## config.mk

```make
export PLATFORM = sky130hd
export DESIGN_NAME = frame_generator_xn
export DESIGN_NICKNAME = d
export VERILOG_FILES = /design/src/rtl/frame_generator_xn.sv
export SDC_FILE = /design/constraint.sdc
export NUM_CORES = 1
export LEC_CHECK = 0
export ABC_AREA = 1
export CORE_MARGIN = 2
export CORE_UTILIZATION = 46
export CTS_CLUSTER_SIZE = 25
export DETAILED_ROUTE_END_ITERATION = 12
export PLACE_DENSITY = 0.77
export SYNTH_ARGS = -nofsm -noshare
export SYNTH_HDL_FRONTEND = slang
export SYNTH_SLANG_ARGS = --single-unit
```

## constraint.sdc

```tcl
create_clock -name clk -period 1.9 [get_ports clk]
set_clock_uncertainty 0.1 [all_clocks]
set_input_delay 0.38 -clock clk [delete_from_list [all_inputs] [get_ports clk]]
set_output_delay 0.38 -clock clk [all_outputs]
set_load 0.005 [all_outputs]
```

## src/rtl/frame_generator_xn.sv

```systemverilog
// frame_generator_xn: parametrised PHY transmit framer.
// Ordered sets are sent in parallel on every lane, with a repeat count.
// TLP/DLLP beats are byte-striped with STP/SDP start framing, END/EDB tail
// framing and PAD fill. All outputs except pkt_ready are registered.
//
// Handshake: an OS request transfers on a rising edge where os_req & os_ready,
// and a packet beat transfers where pkt_valid & pkt_ready. The source holds
// request/beat and its qualifiers stable until the transfer. pkt_ready is a
// registered ready flag gated combinationally by framer_en and by a
// same-cycle OS transfer, so that an OS always wins arbitration in IDLE.
module frame_generator_xn #(
  parameter int LANES = 4,
  parameter int CNT_W = 16
) (
  input  logic               clk,
  input  logic               rst,
  input  logic               os_req,
  input  logic [2:0]         os_type,
  input  logic [39:0]        os_fields,
  input  logic [CNT_W-1:0]   os_count,
  output logic               os_ready,
  output logic               os_done,
  output logic               err_os,
  input  logic               framer_en,
  input  logic               pkt_valid,
  input  logic               pkt_type,
  input  logic [8*LANES-1:0] pkt_data,
  input  logic               pkt_last,
  input  logic               pkt_nullify,
  output logic               pkt_ready,
  output logic               err_pkt,
  output logic [8*LANES-1:0] tx_data,
  output logic [LANES-1:0]   tx_k,
  output logic               busy,
  output logic [1:0]         state_dbg
);

  localparam logic [1:0] ST_IDLE = 2'd0;
  localparam logic [1:0] ST_OS   = 2'd1;
  localparam logic [1:0] ST_PKT  = 2'd2;
  localparam logic [1:0] ST_TAIL = 2'd3;

  localparam logic [2:0] OS_TS1   = 3'd1;
  localparam logic [2:0] OS_TS2   = 3'd2;
  localparam logic [2:0] OS_EIOS  = 3'd3;
  localparam logic [2:0] OS_EIEOS = 3'd4;
  localparam logic [2:0] OS_FTS   = 3'd5;

  localparam logic [7:0] SYM_COM   = 8'hBC;
  localparam logic [7:0] SYM_STP   = 8'hFB;
  localparam logic [7:0] SYM_SDP   = 8'h5C;
  localparam logic [7:0] SYM_END   = 8'hFD;
  localparam logic [7:0] SYM_EDB   = 8'hFE;
  localparam logic [7:0] SYM_PAD   = 8'hF7;
  localparam logic [7:0] SYM_IDL   = 8'h7C;
  localparam logic [7:0] SYM_FTS   = 8'h3C;
  localparam logic [7:0] SYM_EIE   = 8'hFC;
  localparam logic [7:0] SYM_D10_2 = 8'h4A;
  localparam logic [7:0] SYM_D5_2  = 8'h45;

  logic [1:0]         state, state_nxt;
  logic [2:0]         os_type_q, os_type_nxt;
  logic [39:0]        os_fields_q, os_fields_nxt;
  logic [3:0]         sym_idx, sym_idx_nxt;
  logic [CNT_W-1:0]   rep_left, rep_left_nxt;
  logic [7:0]         carry, carry_nxt;
  logic               nullify_q, nullify_nxt;
  logic               pkt_ready_q;
  logic [8*LANES-1:0] tx_data_nxt;
  logic [LANES-1:0]   tx_k_nxt;
  logic               os_done_nxt, err_os_nxt, err_pkt_nxt;

  logic               os_fire, pkt_fire, os_req_legal, os_is_ts;
  logic [3:0]         os_last_idx;
  logic [7:0]         os_sym, tail_end, beat_lane0;
  logic               os_sym_k;
  logic [8*LANES-1:0] os_data, tail_data, pad_data, beat_data;
  logic [LANES-1:0]   os_k, tail_k;

  assign os_fire      = os_req & os_ready;
  assign pkt_ready    = pkt_ready_q & framer_en & ~os_fire;
  assign pkt_fire     = pkt_valid & pkt_ready;
  assign os_req_legal = (os_type >= OS_TS1) && (os_type <= OS_FTS) && (os_count != '0);
  assign os_is_ts     = (os_type_q == OS_TS1) || (os_type_q == OS_TS2);
  assign state_dbg    = state;
  // Lane 0 of a beat is the start symbol on the first beat, else the carried byte.
  assign beat_lane0   = (state == ST_IDLE) ? (pkt_type ? SYM_SDP : SYM_STP) : carry;
  assign beat_data    = {pkt_data[8*LANES-9:0], beat_lane0};
  // An abort (tail emitted straight from PKT) always ends with EDB.
  assign tail_end     = (state == ST_TAIL && !nullify_q) ? SYM_END : SYM_EDB;

  // Common symbol for the current ordered-set index, plus the last index of a repetition.
  always_comb begin
    os_sym      = 8'h00;
    os_sym_k    = 1'b0;
    os_last_idx = 4'd15;
    case (os_type_q)
      OS_TS1, OS_TS2: begin
        case (sym_idx)
          4'd0: begin os_sym = SYM_COM; os_sym_k = 1'b1; end
          4'd1: os_sym = os_fields_q[39:32];
          4'd2: os_sym = os_fields_q[31:24];
          4'd3: os_sym = os_fields_q[23:16];
          4'd4: os_sym = os_fields_q[15:8];
          4'd5: os_sym = os_fields_q[7:0];
          default: os_sym = (os_type_q == OS_TS1) ? SYM_D10_2 : SYM_D5_2;
        endcase
      end
      OS_EIOS: begin
        os_last_idx = 4'd3;
        os_sym      = (sym_idx == 4'd0) ? SYM_COM : SYM_IDL;
        os_sym_k    = 1'b1;
      end
      OS_FTS: begin
        os_last_idx = 4'd3;
        os_sym      = (sym_idx == 4'd0) ? SYM_COM : SYM_FTS;
        os_sym_k    = 1'b1;
      end
      default: begin
        // EIEOS: COM, 14 EIE, then one D10.2 data symbol.
        if (sym_idx == 4'd0) begin
          os_sym = SYM_COM; os_sym_k = 1'b1;
        end else if (sym_idx == 4'd15) begin
          os_sym = SYM_D10_2; os_sym_k = 1'b0;
        end else begin
          os_sym = SYM_EIE; os_sym_k = 1'b1;
        end
      end
    endcase
  end

  // Replicate the OS symbol on every lane; TS symbol 2 carries lane number + i.
  always_comb begin
    os_data = '0;
    os_k    = '0;
    for (int i = 0; i < LANES; i++) begin
      os_data[8*i +: 8] = os_sym;
      os_k[i]           = os_sym_k;
      if (os_is_ts && sym_idx == 4'd2) os_data[8*i +: 8] = os_fields_q[31:24] + 8'(i);
    end
  end

  // Tail (carry, END/EDB, PADs) and all-PAD stall vectors.
  always_comb begin
    tail_data = '0;
    tail_k    = '0;
    pad_data  = '0;
    for (int i = 0; i < LANES; i++) begin
      pad_data[8*i +: 8] = SYM_PAD;
      if (i == 0) begin
        tail_data[8*i +: 8] = carry;
      end else if (i == 1) begin
        tail_data[8*i +: 8] = tail_end;
        tail_k[i]           = 1'b1;
      end else begin
        tail_data[8*i +: 8] = SYM_PAD;
        tail_k[i]           = 1'b1;
      end
    end
  end

  // Next-state and next-output logic of the framer FSM.
  always_comb begin
    state_nxt     = state;
    os_type_nxt   = os_type_q;
    os_fields_nxt = os_fields_q;
    sym_idx_nxt   = sym_idx;
    rep_left_nxt  = rep_left;
    carry_nxt     = carry;
    nullify_nxt   = nullify_q;
    tx_data_nxt   = '0;
    tx_k_nxt      = '0;
    os_done_nxt   = 1'b0;
    err_os_nxt    = 1'b0;
    err_pkt_nxt   = 1'b0;
    case (state)
      ST_IDLE: begin
        if (os_fire) begin
          if (!os_req_legal) begin
            err_os_nxt = 1'b1;
          end else begin
            os_type_nxt   = os_type;
            os_fields_nxt = os_fields;
            tx_data_nxt   = {LANES{SYM_COM}};
            tx_k_nxt      = '1;
            sym_idx_nxt   = 4'd1;
            rep_left_nxt  = os_count;
            state_nxt     = ST_OS;
          end
        end else if (pkt_fire) begin
          tx_data_nxt = beat_data;
          tx_k_nxt    = LANES'(1);
          carry_nxt   = pkt_data[8*LANES-1 -: 8];
          if (pkt_last) begin
            nullify_nxt = pkt_nullify;
            state_nxt   = ST_TAIL;
          end else begin
            state_nxt   = ST_PKT;
          end
        end
      end
      ST_OS: begin
        tx_data_nxt = os_data;
        tx_k_nxt    = os_k;
        if (sym_idx == os_last_idx) begin
          sym_idx_nxt = 4'd0;
          if (rep_left == CNT_W'(1)) begin
            os_done_nxt = 1'b1;
            state_nxt   = ST_IDLE;
          end else begin
            rep_left_nxt = rep_left - CNT_W'(1);
          end
        end else begin
          sym_idx_nxt = sym_idx + 4'd1;
        end
      end
      ST_PKT: begin
        if (!framer_en) begin
          tx_data_nxt = tail_data;
          tx_k_nxt    = tail_k;
          err_pkt_nxt = 1'b1;
          state_nxt   = ST_IDLE;
        end else if (pkt_fire) begin
          tx_data_nxt = beat_data;
          carry_nxt   = pkt_data[8*LANES-1 -: 8];
          if (pkt_last) begin
            nullify_nxt = pkt_nullify;
            state_nxt   = ST_TAIL;
          end
        end else begin
          tx_data_nxt = pad_data;
          tx_k_nxt    = '1;
        end
      end
      default: begin
        tx_data_nxt = tail_data;
        tx_k_nxt    = tail_k;
        state_nxt   = ST_IDLE;
      end
    endcase
  end

  // State and registered outputs; reset wins over any operation in flight.
  always_ff @(posedge clk) begin
    if (rst) begin
      state       <= ST_IDLE;
      os_type_q   <= OS_TS1;
      os_fields_q <= '0;
      sym_idx     <= '0;
      rep_left    <= '0;
      carry       <= '0;
      nullify_q   <= 1'b0;
      pkt_ready_q <= 1'b0;
      os_ready    <= 1'b0;
      os_done     <= 1'b0;
      err_os      <= 1'b0;
      err_pkt     <= 1'b0;
      tx_data     <= '0;
      tx_k        <= '0;
      busy        <= 1'b0;
    end else begin
      state       <= state_nxt;
      os_type_q   <= os_type_nxt;
      os_fields_q <= os_fields_nxt;
      sym_idx     <= sym_idx_nxt;
      rep_left    <= rep_left_nxt;
      carry       <= carry_nxt;
      nullify_q   <= nullify_nxt;
      pkt_ready_q <= (state_nxt == ST_IDLE) || (state_nxt == ST_PKT);
      os_ready    <= (state_nxt == ST_IDLE);
      os_done     <= os_done_nxt;
      err_os      <= err_os_nxt;
      err_pkt     <= err_pkt_nxt;
      tx_data     <= tx_data_nxt;
      tx_k        <= tx_k_nxt;
      busy        <= (state_nxt != ST_IDLE);
    end
  end

endmodule

```

==> Flow_metrics.wiki, run 1 <==
{| class="wikitable"
! Metric !! Value
|-
| # diodes || 0
|-
| TritonCTS clock tree || done
|-
| Synthesized-area fraction occupied by and/or/nand/nor cells || 0.3289
|-
| Ports || 143
|-
| Startpoint kind of the worst setup timing path || flip-flop
|-
| Top delay family on crit path || simple AND/OR/NAND/NOR gates
|-
| Highest attainable clock frequency || 538.5 MHz
|-
| Starting density of the core || 0.4681
|-
| Clock buffer count from CTS || 17
|-
| Worst setup slack for register-to-register paths || 0.04 ns
|-
| Sequence of cells on the critical path || inv_4 -> ha_4 -> buf_4 -> nand4_1 -> nand2_1 -> nor2_1 -> nand2_1 -> nand2_1 -> nand2_1 -> nand2_1 -> nand2_2 -> nand2_1 -> a21oi_1
|-
| Yosys top cell area share || 0.3540
|-
| Period Utilization, post-route || 0.9774
|-
| Post-DP HPWL || 15.14 mm
|-
| Fraction of synthesized area in multiplexers || 0.001552
|-
| Synthesized netlist cell count || 999
|-
| Dominant combinational cell family by area after synthesis || simple AND/OR/NAND/NOR gates
|-
| Clock slew at reported path FFs || 0.05 ns
|-
| Commonest cells after routing, fill and taps aside || 254 x nand2_1, 136 x clkdlybuf4s50_1, 107 x dfxtp_1
|-
| Fraction of the mapped netlist area in compound gates || 0.1690
|-
| Count of non-filler cells in the finished layout || 1409
|-
| CP most frequent cell || nand2_1
|-
| Clock insertion delay at the later pin of the skew report || 0.42 ns
|-
| Slew at the pin closest to its max-slew limit || 0.4111 ns
|-
| Number of clock sinks || 114
|-
| Critical Path Sink || tx_data[7]
|-
| Final Hold Vio Count || 0
|-
| Vertical die dimension || 122.4 um
|-
| PnR worst setup slack || 0.04298 ns
|-
| Post-synthesis adder-cell area fraction || 0.01941
|-
| Root Buffer || clkbuf_16
|-
| Net count reported at finish || 1326
|-
| Peak supply drop || 683.8 uV
|-
| Weighted congestion reported at the end of routability-driven placement || 0.9594
|-
| Top area cells in the synthesized netlist || dfxtp_1 35%, nand2_1 15%, a21oi_1 8.3%
|-
| Area added between synthesis and finish || 46.61%
|-
| Maximum cell stage delay along the critical path || 0.37 ns
|-
| Unrepaired setup endpoints after global routing || yes
|-
| Total power || 8.526 mW
|-
| Number of cells on the worst reg-to-reg path || 13
|-
| DR vias/cell || 5.197
|-
| Final max-slew violation count || 0
|-
| Leakage power figure || 4.181 nW
|-
| Placed cells || 1374
|-
| Chip width || 122.4 um
|-
| Max-slew headroom || 0.7230
|-
| Final standard cell area without fillers || 9453 um^2
|-
| Synth Register Bits || 114
|-
| Total placed instance area || 8591 um^2
|-
| Global-route wire length before repair || 32.34 mm
|-
| Port Buf Inserts || 142
|-
| Max-cap viol count || 0
|-
| Syn avg cell area || 6.454 um^2
|-
| Area share of xor/xnor cells in the synthesized design || 0.02309
|-
| Cell with the biggest individual delay on the critical path || dfxtp_4
|-
| Mapped Nets || 1108
|-
| Result of the run || completed
|-
| Reg-to-reg critical path endpoint || tx_data[7]
|-
| Number of rows in the core area || 43
|-
| Critical path data required time || 2.15 ns
|-
| Total power density per cell area || 902.0 nW/um^2
|-
| Min Clock Period, post-route || 1.857 ns
|-
| Buffering stage count on the worst path with inverters included || 2
|-
| Drt wl/cell || 14.69 um
|-
| Number of warnings reported in the yosys synthesis log || 0
|-
| Count of unresolved DRC violations after routing || 0
|-
| Number of design-rule violations left by the first detailed-router iteration || 702
|-
| Gr ovfl total || 0
|-
| Post-synthesis cell area || 6447 um^2
|-
| Layout cells sized above 1 || 0.1790
|-
| Setup crit end kind || flip-flop
|-
| Clock Path Buffers || 2
|-
| Total track usage || 0.2755
|-
| Leading cell type in the layout, fill and taps excluded || nand2_1
|-
| ANT nets after route || 0
|-
| Number of global-route vias before repair || 6922
|-
| Worst slack at placement || -0.4289 ns
|-
| Via count || 7323
|-
| Htree depth || 4
|-
| Type of the worst setup path || flip-flop to flip-flop
|-
| Core Box Area || 13770 um^2
|-
| Total wire length after detailed routing || 20.70 mm
|-
| Cell type with the highest aggregate area in the netlist || dfxtp_1
|-
| Start of the worst register-to-register path || sym_idx[1]
|-
| # hold bufs at CTS || 0
|-
| Sequential area share after synthesis || 0.3540
|-
| Arrival time reported for the critical path endpoint || 2.11 ns
|-
| Instance count on the critical path || 13
|-
| Worst hold path type || input port to flip-flop
|-
| Unique cell type count in the Yosys netlist || 38
|-
| Pin count of the biggest net entering global routing || 41
|-
| Overall die area || 14980 um^2
|-
| Final setup violation count || 0
|-
| Antenna violations before repair || 0
|-
| Crit path max fanout || 6
|-
| Final setup TNS || 0 ns
|-
| Setup crit start || sym_idx[1]
|-
| Count of TritonRoute iterations in the first routing pass || 5
|}
==> per-stage QoR <==
stage / hold WS, ns / util
2_1_floorplan: 0.3245 / -
3_3_place_gp: 0.3439 / 0.6237
3_5_place_dp: 0.3558 / 0.6237
4_1_cts: 0.1695 / 0.6718
5_1_grt: 0.1787 / 0.6863
6_report: 0.1786 / 0.6863
==> cell usage after synthesis <==
cell type,number
a211oi_1,1
a21oi_1,107
a21oi_2,2
a31oi_1,2
buf_1,4
buf_2,9
buf_4,6
buf_6,6
clkbuf_1,17
clkinv_1,1
dfxtp_1,114
ha_1,10
inv_1,100
inv_2,13
inv_4,1
mux2i_1,1
nand2_1,263
nand2_2,11
nand2_4,5
nand3_1,55
nand3_2,2
nand3b_1,3
nand4_1,12
nor2_1,116
nor2_2,7
nor2_4,4
nor2_8,1
nor3_1,9
nor3_2,1
nor3_4,1
o211ai_1,5
o21a_1,2
o21ai_0,77
o21ai_1,8
o22ai_1,5
o31ai_1,1
xnor2_1,1
xor2_1,16
==> worst min path at each step <==
stage,start,endpoint,slack [ns],cells past startpoint
after floorplan,os_fields_q[36],os_fields_q[36],0.32,2
after global placement,os_fields_q[10],os_fields_q[10],0.34,2
after detailed placement,os_fields_q[34],os_fields_q[34],0.36,2
after CTS,rst,state_dbg[1],0.17,2
after global routing,rst,state_dbg[1],0.18,2
final,rst,state_dbg[1],0.18,2
==> where the power goes <==
part | leakage (nW) | internal, mW | switching, mW
Combinational | 2.95 | 1.11 | 1.29
Sequential | 0.935 | 2.63 | 0.148
Clock | 0.301 | 2.24 | 1.12
Total | 4.18 | 5.98 | 2.55
==> cell families (layout without fill, tap and decap cells) <==
group | count (synthesis) | after routing
compound gates | 210 | 210
xor+xnor | 17 | 17
fa+ha+maj | 10 | 10
buf+inv | 157 | 387
flops | 114 | 114
mux | 1 | 1
simple gates | 490 | 490
==> cell type report <==
cell class / count / area (um^2)
inverter: 115 / 449.2
clock inverter: 11 / 160.2
sequential: 114 / 2298
timing repair buffer: 241 / 2206
multi-input combinational: 728 / 3657
clock buffer: 20 / 456.7
fill: 1207 / 4320
tap: 180 / 225.2
==> registers in the layout, indices dropped and copies added, names as in the netlist <==
name,cells
busy,1
carry,8
err_os,1
err_pkt,1
nullify_q,1
os_done,1
os_fields_q,40
os_ready,1
os_type_q,3
pkt_ready_q,1
rep_left,16
state_dbg,2
sym_idx,4
tx_data,32
tx_k,2
==> repair_timing <==
item,CTS,global route
endpoints found under the setup margin,26,93
resized for setup,19,59
setup buffers,1,3
pin swaps,4,22
==> routing by layer <==
metal	global-route usage	wire length, um
met3	0.06227	1589
met4	0.1078	496
met2	0.4542	9862
met5	0	0
met1	0.3496	8756
(Power assumes the default switching activity.)
==> run 2, diff against run 1 <==
Settings changed: CORE_ASPECT_RATIO set to 1.1.
==> run 2 against run 1 <==
  * The flow now finishes with violations (setup timing)
  * Flip-flop and latch count is the same
  * Clock-buffer cell count up 2
  * Final cell count grew 1.8%
  * Utilization increased by 2.6 points
  * Critical path depth shrank 3
  * Non-clock buffer count increased by 17
  * Hold slack worse by 0.027 ns
  * Register-to-register slack got worse by 0.05 ns
  * Power is 2.4% higher
  * Critical endpoint is now tx_data[6]
  * Highest routed layer unchanged
==> Flow_metrics.wiki, run 2 (synthesized netlist as in run 1, its figures left out) <==
{| class="wikitable"
! Metric !! Value
|-
| Result of the run || finished, violations left
|-
| Violations in the final reports || setup timing
|-
| Startpoint kind of the worst setup timing path || flip-flop
|-
| Max-cap viol count || 0
|-
| Period Utilization, post-route || 1.005
|-
| Count of unresolved DRC violations after routing || 0
|-
| Weighted congestion reported at the end of routability-driven placement || 1.003
|-
| Unrepaired setup endpoints after global routing || yes
|-
| Port Buf Inserts || 142
|-
| Critical path data required time || 2.14 ns
|-
| ANT nets after route || 0
|-
| Switching part of the total power || 0.2998
|-
| Net count reported at finish || 1343
|-
| Switching component of the power || 2.618 mW
|-
| Highest attainable clock frequency || 523.6 MHz
|-
| Leakage power figure || 4.326 nW
|-
| Vertical die dimension || 128.2 um
|-
| Cell count of the worst hold path || 2
|-
| Ports || 143
|-
| Peak supply drop || 538.8 uV
|-
| Number of global-route vias before repair || 6975
|-
| Overall die area || 14980 um^2
|-
| Buffering stage count on the worst path with inverters included || 2
|-
| Hold Crit Endpoint || os_fields_q[32]
|-
| Commonest cells after routing, fill and taps aside || 249 x nand2_1, 134 x clkdlybuf4s50_1, 106 x nor2_1, 106 x dfxtp_1, 105 x a21oi_1
|-
| Min Clock Period, post-route || 1.910 ns
|-
| Flip-flop count of the largest register, all copies and words added || 40
|-
| Global-route wire length before repair || 32.66 mm
|-
| Worst setup slack for register-to-register paths || -0.01 ns
|-
| Cell-internal power || 6.115 mW
|-
| Clock buffer count from CTS || 17
|-
| Type of the worst setup path || flip-flop to flip-flop
|-
| Reg with most FFs || os_fields_q
|-
| Registers with the most flip-flops || os_fields_q x40, tx_data x32, rep_left x16
|-
| Clk pwr share || 0.393
|-
| Count of TritonRoute iterations in the first routing pass || 6
|-
| Number of cells on the worst reg-to-reg path || 10
|-
| Total track usage || 0.2798
|-
| Hold slack final || 0.1517 ns
|-
| Top delay family on crit path || simple AND/OR/NAND/NOR gates
|-
| Number of clock sinks || 114
|-
| Cell with the biggest individual delay on the critical path || dfxtp_4
|-
| Final Hold Vio Count || 0
|-
| Number of rows in the core area || 45
|-
| Clock slew at reported path FFs || 0.06 ns
|-
| Htree depth || 4
|-
| Max-slew headroom || 0.6800
|-
| Number of design-rule violations left by the first detailed-router iteration || 652
|-
| Crit path max fanout || 7
|-
| Setup crit end kind || flip-flop
|-
| # diodes || 0
|-
| Maximum cell stage delay along the critical path || 0.35 ns
|-
| CP most frequent cell || nand2_1
|-
| Root Buffer || clkbuf_16
|-
| Antenna violations before repair || 0
|-
| Final setup violation count || 5
|-
| Final max-slew violation count || 0
|-
| Starting density of the core || 0.4693
|-
| Arrival time reported for the critical path endpoint || 2.15 ns
|-
| Reg-to-reg critical path endpoint || tx_data[6]
|-
| Core Box Area || 13740 um^2
|-
| Sequence of cells on the critical path || buf_6 -> ha_4 -> o21ai_1 -> nand3_2 -> buf_4 -> nand3_1 -> nand2_1 -> nand2_1 -> nand2_1 -> a21oi_1
|-
| Gr ovfl total || 0
|-
| Start of the worst register-to-register path || sym_idx[0]
|-
| Post-layout util || 0.7124
|-
| Worst hold path type || input port to flip-flop
|-
| Leading cell type in the layout, fill and taps excluded || nand2_1
|-
| Comb power frac || 0.289
|-
| Sequential Power Share || 0.318
|-
| Pin count of the biggest net entering global routing || 60
|-
| Area added between synthesis and finish || 51.80%
|-
| Clock insertion delay at the later pin of the skew report || 0.42 ns
|-
| DR vias/cell || 5.240
|-
| Slew at the pin closest to its max-slew limit || 0.4764 ns
|-
| Via count || 7514
|-
| Total wire length after detailed routing || 21.71 mm
|-
| TritonCTS clock tree || done
|-
| Post-DP HPWL || 15.56 mm
|-
| Drt wl/cell || 15.14 um
|-
| Total power density per cell area || 892.3 nW/um^2
|-
| Clock Path Buffers || 2
|-
| Beginning of the worst hold path || rst
|-
| Layout cells sized above 1 || 0.2006
|-
| PnR worst setup slack || -0.009867 ns
|-
| Chip width || 116.9 um
|}
## run 2: cell count changes in the layout (fill, tap and decap cells not counted), moves of 3 or more
cell      previous run  this run
o21ai_0             71        62
buf_4               93       100
o21ai_1             12        19
nand2_1            254       249
nand2_2             15        20
buf_12               2         6
inv_4                2         6
clkinv_2             5         2
nand2_4             10         7
nand2_8              0         3
## run 2: worst max-delay path by stage
| stage | start | to | slack, ns | depth (start not counted) |
|---|---|---|---|---|
| global route | sym_idx[0] | tx_data[8] | -0.12 | 12 |
| finish | sym_idx[0] | tx_data[6] | -0.01 | 10 |
| detailed placement | os_count[12] | tx_data[29] | -0.45 | 14 |
| floorplan | sym_idx[0] | tx_data[8] | 0.13 | 13 |
| CTS | sym_idx[1] | tx_data[3] | 0.001 | 12 |
| global placement | os_count[12] | tx_data[20] | -0.40 | 14 |
## run 2: through the flow
stage               area, um^2  std cells  TNS (ns)  power, mW  setup WS, ns
floorplan                 6447        999         0      4.040        0.1335
global placement          8713       1392    -27.34      5.035       -0.3983
detailed placement        8713       1392    -28.99      5.078       -0.4549
CTS                       9413       1423         0      8.532     0.0009672
global route              9787       1434    -1.704      9.115       -0.1213
finish                    9787       1434  -0.02465      8.733     -0.009867
## run 2: power groups by stage
| stage | sequential [mW] | combinational [mW] | clock, mW |
|---|---|---|---|
| 2_1_floorplan | 2.79 | 1.25 | 0 |
| 3_3_place_gp | 2.81 | 2.23 | 0 |
| 3_5_place_dp | 2.81 | 2.26 | 0 |
| 4_1_cts | 2.77 | 2.32 | 3.44 |
| 5_1_grt | 2.80 | 2.77 | 3.55 |
| 6_report | 2.78 | 2.53 | 3.43 |
## run 2: worst reg2reg max path, cell delays in order, from the launching register on
cell,delay [ns]
dfxtp_4,0.35
buf_6,0.13
ha_4,0.19
o21ai_1,0.23
nand3_2,0.15
buf_4,0.17
nand3_1,0.08
nand2_1,0.05
nand2_1,0.14
nand2_1,0.09
a21oi_1,0.16
## run 2: timing repair
item,in CTS,in global routing
setup buffers,0,7
setup endpoints to repair,26,76
hold buffers,0,0
pin swaps,4,29
gates resized for setup,25,86
cloned,0,4
## run 2: cell type report
| class | count | area, um^2 |
|---|---|---|
| timing repair buffer | 258 | 2421 |
| sequential | 114 | 2305 |
| inverter | 115 | 454.2 |
| multi-input combinational | 728 | 3735 |
| clock inverter | 9 | 152.6 |
| fill | 1132 | 3951 |
| clock buffer | 22 | 484.2 |
| tap | 188 | 235.2 |
## run 2: layer usage
layer	vias up	GRT usage	wire, um
met1	3404	0.3293	8745
met2	364	0.4672	10550
met4	0	0.1529	931
li1	3670	-	-
met5	-	0	0
met3	76	0.06383	1484
==> run 3, diff against run 2 <==
Settings changed: CAP_MARGIN set to 10.
==> results of run 3 <==
The final DEF is identical to that of run 2; final timing and power are the same.
